<file path="src/rtl/wts_envelope_scheduler.sv">
// -----------------------------------------------------------------------------
// wts_envelope_scheduler
//
// Purpose:
//   Time-multiplexes one external envelope generator across 8 channels. Each
//   sweep_start requests one service pass over channels 0..7, one channel per
//   cycle. In a channel's service cycle the block presents that channel's
//   stored context (counter/state/level) and its pending key requests to the
//   generator. At the clock edge that ends the cycle it stores the generator's
//   next context back into the channel.
//
// Ports:
//   clk                 system clock, rising edge
//   nreset              asynchronous active-low reset
//   sweep_start         pulse, request one pass over channels 0..7
//   key_on_req          per-channel key-on request pulses (bit n = channel n)
//   key_release_req     per-channel key-release request pulses
//   key_off_req         per-channel key-off request pulses
//   eg_key_on/_release/_off   pending request flags of the channel in service
//   eg_counter_in/state_in/level_in   stored context of the channel in service
//   eg_counter_out/state_out/level_out  next context from the generator
//   eg_ch               channel index in service
//   level_valid         pulse, level/level_ch carry a written-back level
//   level               written-back envelope level (0..128)
//   level_ch            channel of level
//   channel_active      bit n set while channel n's stored state is non-zero
//   busy                high while a pass is in progress
//   overrun             pulse, a sweep_start was dropped
// -----------------------------------------------------------------------------
module wts_envelope_scheduler (
  input  logic        clk,
  input  logic        nreset,
  input  logic        sweep_start,
  input  logic [7:0]  key_on_req,
  input  logic [7:0]  key_release_req,
  input  logic [7:0]  key_off_req,
  output logic        eg_key_on,
  output logic        eg_key_release,
  output logic        eg_key_off,
  output logic [15:0] eg_counter_in,
  output logic [2:0]  eg_state_in,
  output logic [7:0]  eg_level_in,
  input  logic [15:0] eg_counter_out,
  input  logic [2:0]  eg_state_out,
  input  logic [7:0]  eg_level_out,
  output logic [2:0]  eg_ch,
  output logic        level_valid,
  output logic [7:0]  level,
  output logic [2:0]  level_ch,
  output logic [7:0]  channel_active,
  output logic        busy,
  output logic        overrun
);

  localparam int NUM_CH = 8;

  typedef enum logic {
    IDLE  = 1'b0,
    SERVE = 1'b1
  } fsm_t;

  fsm_t        state_reg, state_next;
  logic [2:0]  ch_reg, ch_next;
  logic        sweep_pending_reg, sweep_pending_next;
  logic        overrun_reg, overrun_next;
  logic        serve;

  logic [7:0]  on_pend_reg, rel_pend_reg, off_pend_reg;
  logic [7:0]  service_mask;

  logic        level_valid_reg;
  logic [7:0]  level_reg;
  logic [2:0]  level_ch_reg;

  logic [15:0] counter_arr [NUM_CH];
  logic [2:0]  state_arr   [NUM_CH];
  logic [7:0]  level_arr   [NUM_CH];

  // ---------------------------------------------------------------------------
  // Pass sequencing
  // ---------------------------------------------------------------------------
  always_comb begin
    state_next         = state_reg;
    ch_next            = ch_reg;
    sweep_pending_next = sweep_pending_reg;
    overrun_next       = 1'b0;
    serve              = 1'b0;

    case (state_reg)
      IDLE: begin
        if (sweep_start) begin
          state_next = SERVE;
          ch_next    = 3'd0;
        end
      end

      SERVE: begin
        serve = 1'b1;
        // Only one request can be queued behind the running pass.
        if (sweep_start) begin
          if (sweep_pending_reg) begin
            overrun_next = 1'b1;
          end else begin
            sweep_pending_next = 1'b1;
          end
        end

        if (ch_reg == 3'd7) begin
          ch_next = 3'd0;
          // A request queued earlier, or arriving now on the last channel,
          // starts the next pass directly with no idle gap and is consumed.
          if (sweep_pending_reg || sweep_start) begin
            state_next         = SERVE;
            sweep_pending_next = 1'b0;
          end else begin
            state_next = IDLE;
          end
        end else begin
          ch_next = ch_reg + 3'd1;
        end
      end

      default: begin
        state_next = IDLE;
      end
    endcase
  end

  always_ff @(posedge clk or negedge nreset) begin
    if (!nreset) begin
      state_reg         <= IDLE;
      ch_reg            <= 3'd0;
      sweep_pending_reg <= 1'b0;
      overrun_reg       <= 1'b0;
    end else begin
      state_reg         <= state_next;
      ch_reg            <= ch_next;
      sweep_pending_reg <= sweep_pending_next;
      overrun_reg       <= overrun_next;
    end
  end

  // ---------------------------------------------------------------------------
  // Sticky request flags. The served channel's flags are cleared first and new
  // requests are OR-ed in afterwards, so a request landing in its own service
  // cycle survives until the next pass.
  // ---------------------------------------------------------------------------
  assign service_mask = serve ? (8'd1 << ch_reg) : 8'd0;

  always_ff @(posedge clk or negedge nreset) begin
    if (!nreset) begin
      on_pend_reg  <= 8'd0;
      rel_pend_reg <= 8'd0;
      off_pend_reg <= 8'd0;
    end else begin
      on_pend_reg  <= (on_pend_reg  & ~service_mask) | key_on_req;
      rel_pend_reg <= (rel_pend_reg & ~service_mask) | key_release_req;
      off_pend_reg <= (off_pend_reg & ~service_mask) | key_off_req;
    end
  end

  // Flags pass through unfiltered; the generator decides priority.
  assign eg_key_on      = serve & on_pend_reg[ch_reg];
  assign eg_key_release = serve & rel_pend_reg[ch_reg];
  assign eg_key_off     = serve & off_pend_reg[ch_reg];

  // ---------------------------------------------------------------------------
  // Per-channel context storage. Held in flops because the whole context set
  // must clear asynchronously on reset.
  // ---------------------------------------------------------------------------
  genvar gi;
  generate
    for (gi = 0; gi < NUM_CH; gi++) begin : g_ch
      logic        wr_en;
      logic [15:0] ctx_counter_reg;
      logic [2:0]  ctx_state_reg;
      logic [7:0]  ctx_level_reg;

      assign wr_en = serve && (ch_reg == 3'(gi));

      always_ff @(posedge clk or negedge nreset) begin
        if (!nreset) begin
          ctx_counter_reg <= 16'd0;
          ctx_state_reg   <= 3'd0;
          ctx_level_reg   <= 8'd0;
        end else if (wr_en) begin
          ctx_counter_reg <= eg_counter_out;
          ctx_state_reg   <= eg_state_out;
          ctx_level_reg   <= eg_level_out;
        end
      end

      assign counter_arr[gi]    = ctx_counter_reg;
      assign state_arr[gi]      = ctx_state_reg;
      assign level_arr[gi]      = ctx_level_reg;
      assign channel_active[gi] = (ctx_state_reg != 3'd0);
    end
  endgenerate

  assign eg_counter_in = counter_arr[ch_reg];
  assign eg_state_in   = state_arr[ch_reg];
  assign eg_level_in   = level_arr[ch_reg];

  // ---------------------------------------------------------------------------
  // Write-back report, one cycle after each service cycle
  // ---------------------------------------------------------------------------
  always_ff @(posedge clk or negedge nreset) begin
    if (!nreset) begin
      level_valid_reg <= 1'b0;
      level_reg       <= 8'd0;
      level_ch_reg    <= 3'd0;
    end else begin
      level_valid_reg <= serve;
      if (serve) begin
        level_reg    <= eg_level_out;
        level_ch_reg <= ch_reg;
      end
    end
  end

  assign level_valid = level_valid_reg;
  assign level       = level_reg;
  assign level_ch    = level_ch_reg;
  assign eg_ch       = ch_reg;
  assign busy        = (state_reg == SERVE);
  assign overrun     = overrun_reg;

endmodule

</file>
<file path="config.mk">
export PLATFORM = sky130hd
export DESIGN_NAME = wts_envelope_scheduler
export DESIGN_NICKNAME = d
export VERILOG_FILES = /design/src/rtl/wts_envelope_scheduler.sv
export SDC_FILE = /design/constraint.sdc
export NUM_CORES = 1
export LEC_CHECK = 0
export ABC_AREA = 1
export BUFFER_PORTS_ARGS = -buffer_cell sky130_fd_sc_hd__buf_2
export CAP_MARGIN = 10
export CORE_MARGIN = 1
export CORE_UTILIZATION = 50
export CTS_BUF_LIST = sky130_fd_sc_hd__clkbuf_4 sky130_fd_sc_hd__clkbuf_8
export CTS_CLUSTER_SIZE = 12
export DETAILED_ROUTE_END_ITERATION = 10
export PLACE_DENSITY_LB_ADDON = 0.12
export SYNTH_ARGS = -nofsm -noshare
export SYNTH_HDL_FRONTEND = slang
export SYNTH_SLANG_ARGS = --single-unit
</file>
<file path="constraint.sdc">
create_clock -name clk -period 1.95 [get_ports clk]
set_clock_uncertainty 0.05 [all_clocks]
set_input_delay 0.0975 -clock clk [delete_from_list [all_inputs] [get_ports clk]]
set_output_delay 0.0975 -clock clk [all_outputs]
set_load 0.01 [all_outputs]
</file>
# Word-level counts from Yosys, hierarchy flattened
# Index checks and enable logic that the tools add are counted.
[word_totals]
wordCells = 106
output_inout_bits = 55
inputBits = 54
reg_bits = 258
[op_classes]
n_lt_le_gt_ge = 2
addsub = 1
n_mux = 30
bitwise = 12
reduce_logical = 18
eq_ne = 8
n_shift = 1
[op_table]
columns = ["operator", "count"]
rows = [
  ["$bmux 16 s3", 1],
  ["$mux 16", 2],
  ["$and 8x8->8", 3],
  ["$bmux 8 s3", 1],
  ["$mux 8", 3],
  ["$or 8x8->8", 3],
  ["$reduce_bool 3->1", 8],
  ["$mux 1", 13],
  ["$eq 3x3->1 const B", 4],
  ["$mux 3", 4],
  ["$bmux 1 s3", 3],
  ["$bmux 3 s3", 1],
  ["$logic_and 1x1->1", 8],
  ["$not 8->8", 1],
  ["$shl 1x3->8 const A", 1],
  ["$eq 3x2->1 const B", 2],
  ["$pmux 3 s2", 1],
  ["$ge 4x4->1 const B", 1],
  ["$lt 3x4->1 const B", 1],
  ["$not 3->4", 1],
  ["$add 3x1->3 const B", 1],
  ["$and 1x1->1", 3],
  ["$eq 3x1->1 const B", 1],
  ["$logic_not 3->1", 1],
  ["other kinds (4)", 4],
]

# Logic depth before layout (Yosys ltp)
[depth]
ltp_word = 5
depth_mapped = 11
mapped_depth_nobuf = 6

# Worst setup path after synthesis
# Ideal clock, no wire load.
[synth_path]
path_type = "flip-flop to flip-flop"
from = "register ch_reg[1], in the netlist eg_ch[1]"
to = "register g_ch[4].ctx_state_reg[0]"
synth_period_minus_slack_ps = 1978
arrival_time_ps = 1801
n_path_buf = 4
setup_time_ps = 126
required_time_ps = 1774
path_stages_with_launch = 10
path_slack_ps = -28
cell_sequence = "dfrtp_1 -> clkbuf_1 -> inv_2 -> clkbuf_1 -> ha_1 -> inv_1 -> nor2_4 -> buf_6 -> buf_4 -> o21ai_0"
[synth_via]
elab_chain_len = 2
[synth_rtl]
columns = ["item", "line_no", "rtl"]
rows = [
  ["start: declaration", "63", "logic [2:0] ch_reg, ch_next;"],
  ["start signal: assignment", "137", "ch_reg <= ch_next;"],
  ["$eq 3x3->1", "179", "assign wr_en = serve && (ch_reg == 3'(gi));"],
  ["$logic_and 1x1->1", "179", ""],
  ["end signal: assignment", "188", "ctx_state_reg <= eg_state_out;"],
  ["end: declaration", "176", "logic [2:0] ctx_state_reg;"],
]
# Every way passes these cells.
# A chain may end at the register's enable or synchronous reset.

# Final worst setup path
[layout_path]
from = "register ch_reg[0], in the netlist eg_ch[0]"
to = "output port eg_state_in[0]"
[layout_via]
elab_chain_len = 4
[layout_rtl]
columns = ["item", "line_no", "rtl"]
rows = [
  ["$not 3->4 (not written as such)", "201", "assign eg_state_in = state_arr[ch_reg];"],
  ["$bmux 3 s3", "201", ""],
  ["$mux 3 (not written as such) (2 in a row)", "201", ""],
  ["end: declaration", "41", "output logic [2:0] eg_state_in,"],
]
# Every way passes these cells. The select of a mux whose other input is x is not followed.

==> metrics.md <==
| Metric | Value |
|---|---|
| Status | `complete, but fails checks` |
| Violated checks | `setup timing` |
| Leading post-synthesis cells by cell area | `dfrtp_1 (51%), nand2_1 (18%), inv_1 (8.2%)` |
| Critical setup path kind | `flip-flop to output port` |
| Relative max-transition margin | `57.2%` |
| Critical Path AT | `2.04 ns` |
| Share of flip-flops with an asynchronous set or reset | `100%` |
| Setup slack after layout | `-0.237 ns` |
| Flip-flop and latch count after synthesis | `258` |
| Standard-cell row count | `58` |
| Number of flip-flops in the largest register | `128` |
| HPWL reported at the end of detailed placement | `20.9 mm` |
| Drt drc | `0` |
| Number of setup violations in the final report | `30` |
| Final core utilization | `64.5%` |
| Internal power | `0.0173 W` |
| Final Hold Viols | `0` |
| Weighted congestion at the end of routability-driven global placement | `0.851` |
| Leakage power | `8.64 nW` |
| Net count of the mapped netlist | `1717` |
| Vias in the first global route | `10900` |
| Width of the chip | `161 um` |
| Worst slack at placement | `0.162 ns` |
| Post-Place Cells | `2042` |
| Worst hold path type | `primary input to asynchronous set/reset pin` |
| Max Fclk | `457 MHz` |
| Post-Synthesis Cells | `1656` |
| Logic pwr share | `53.1%` |
| Startpoint of the worst-slack reg-to-reg timing path | `eg_ch[0]$_DFFE_PN0P_` |
| Residual antenna-violating net count after detailed routing | `0` |
| Mean post-synth cell area | `7.68 um2` |
| Clock tree from TritonCTS | `yes` |
| Worst vdd rail ir drop | `1160 uV` |
| Critical-path maximum fanout | `9` |
| Port bufs | `108` |
| Vias after detailed routing | `11200` |
| Final Power | `0.0304 W` |
| Launch point of the worst path | `eg_ch[0]$_DFFE_PN0P_` |
| Number of enable flip-flop cells after synthesis | `0` |
| Switching power | `0.0131 W` |
| Cell type contributing the most total cell area after synthesis | `dfrtp_1` |
| Largest net degree at the start of global routing | `74` |
| Endpoint class of the critical path | `output port` |
| Sequential element share of the synthesized area | `50.8%` |
| Area enclosed by the die boundary | `26100 um2` |
| Worst slew pin tran | `0.642 ns` |
| Max-capacitance violation count | `0` |
| Router iterations before antenna repair | `5` |
| Setup repair after global routing missed its margin | `yes` |
| Power density over the cells | `1880 nW/um2` |
| Cell variety after synth | `24` |
| Power share of the clock group | `17.4%` |
| Sequential share of power | `29.5%` |
| Leading register cell type out of synthesis | `dfrtp_1` |
| Global-route wire length before repair | `57.8 mm` |
| WP data required | `1.80 ns` |
| Most numerous cell on the critical path | `nand2_2` |
| Final antenna diode count | `0` |
| Initial antenna violation count | `0` |
| Longest Clk Path Bufs | `3` |
| Post-synthesis cell area | `12700 um2` |
| Final routed wire length divided by cell count | `17.1 um` |
| Total grt overflow | `0` |
| Area growth from synthesis to layout | `27.1%` |
| Fill cell count | `2126` |
| Library cell used as clock root buffer | `clkbuf_8` |
| Count of boundary I/O pins | `109` |
| Area fraction of the dominant cell type after synthesis | `50.8%` |
| Min Clock Period, post-route | `2.19 ns` |
| Starting DRC count in detailed routing | `1006` |
| Critical-path top delay cell | `dfrtp_4` |
| H-tree level count | `2` |
| Multi-input combinational cell area | `4960 um2` |
| Max-slew violations | `0` |
| CTS Buf Count | `46` |
| Worst skew pair latency | `0.57 ns` |
| Max incr delay on CP | `0.53 ns` |
| Number of warning messages in the yosys log | `0` |
| Critical path cell sequence | `clkinv_8, buf_12, buf_16, nand2_2, nand3_2, nand2_2, nand2_2, nand2_2, buf_6` |
| Switching share of power | `43.1%` |
| Area of the placeable core | `25000 um2` |
| Via count normalized by instance count | `5.08` |
| Final Net Count | `1900` |
| Layout cells sized above 1 | `20.7%` |
| Storage element area | `6460 um2` |
| Y dimension of the die | `161 um` |
| Sinks on the clock net | `258` |
| Final wirelength | `37.7 mm` |
| Crit path launch type | `flip-flop` |
| Tcrit/Tclk final | `112%` |
| Clock transition at the registers of the reported paths | `0.06 ns` |
| Count of non-filler cells in the finished layout | `2201` |
| Final std cell area, no fill | `16200 um2` |
| Starting utilization of the core area | `50.8%` |
| Global Route Usage Sum | `28.7%` |
| Placed instance area | `13600 um2` |
==> layout make-up <==
class | instances | area share, %
inverter | 282 | 6.66
clock buffer | 77 | 5.90
timing repair buffer | 226 | 14.1
multi-input combinational | 1025 | 30.7
sequential | 258 | 40.0
clock inverter | 3 | 0.108
tap | 330 | 2.55
==> worst max-delay path: cells and delay by family (launching register included) <==
family | cells | cell delay (ns)
buffers and inverters | 4 | 0.52
and+or+nand+nor | 5 | 0.41
DFF | 1 | 0.53
==> per-layer routing <==
layer  vias to the layer above  wire length (um)  track usage [%]
li1                       5422                 -                -
met1                      5291             16400             37.2
met2                       387             17600             47.7
met3                        74              2470             4.49
met4                         0              1320             12.9
met5                         -                 0                0
==> placed cells by master (no fill, tap or decap), drive strengths merged <==
cell type    instances
dlygate4sd3         53
ha                   7
a21oi                2
clkinvlp             1
o21ai              227
nand2              627
buf                166
or2                  1
clkinv               3
o22ai                2
nor2                 7
dfrtp              258
o21bai              24
inv                281
nand3              128
clkbuf              84
==> final timing paths <==
| check | slack (ns) | to | cells past startpoint |
|---|---|---|---|
| setup reg to reg | 0.03 | g_ch[5].ctx_counter_reg[14]$_DFFE_PN0P_ | 9 |
| min in group clk | 0.22 | off_pend_reg[3]$_DFF_PN0_ | 3 |
| max in group asynchronous | 1.07 | level[6]$_DFFE_PN0P_ | 3 |
| hold / removal | 0.08 | g_ch[5].ctx_level_reg[1]$_DFFE_PN0P_ | 2 |
| hold reg to reg | 0.43 | level[4]$_DFFE_PN0P_ | 2 |
| setup / recovery | -0.24 | eg_state_in[0] | 9 |
==> cells in the mapped netlist, types with 4 or more instances <==
cell type / n
clkbuf_1: 33
inv_1: 278
buf_2: 26
o21bai_1: 24
o21ai_0: 123
buf_6: 24
o21ai_1: 77
dfrtp_1: 258
o21ai_2: 27
nand2_4: 4
buf_4: 5
ha_1: 7
nand2_1: 621
nand3_1: 128
==> cell families after synthesis <==
logic type / share of synthesized area (%)
and+or+nand+nor: 24.4
buffers and inverters: 12.8
AOI/OAI and AO/OA: 11.3
DFF: 50.8
adders and majority gates: 0.689
==> through the flow <==
step	setup TNS, ns	hold slack (ns)
floorplan	0	-0.248
global placement	0	0.0802
detailed placement	0	0.0860
CTS	-6.58	0.0825
global route	-8.21	0.106
finish	-6.05	0.0809
==> repair_timing <==
item | 4_1_cts | 5_1_grt
cloned | 8 | 7
buffers inserted | 7 | 8
hold endpoints to repair | 501 | 0
resized for setup | 66 | 76
pin swaps | 5 | 35
setup endpoints to repair | 30 | 78
hold buffers | 53 | 0
==> power groups by stage <==
stage	Combinational (W)	Clock, W	Sequential [W]
floorplan	0.00919	0	0.00876
global placement	0.0128	0	0.00894
detailed placement	0.0130	0	0.00904
CTS	0.0149	0.00541	0.00897
global route	0.0179	0.00561	0.00924
finish	0.0162	0.00530	0.00897
No activity file was read; power rests on OpenSTA's default activity.
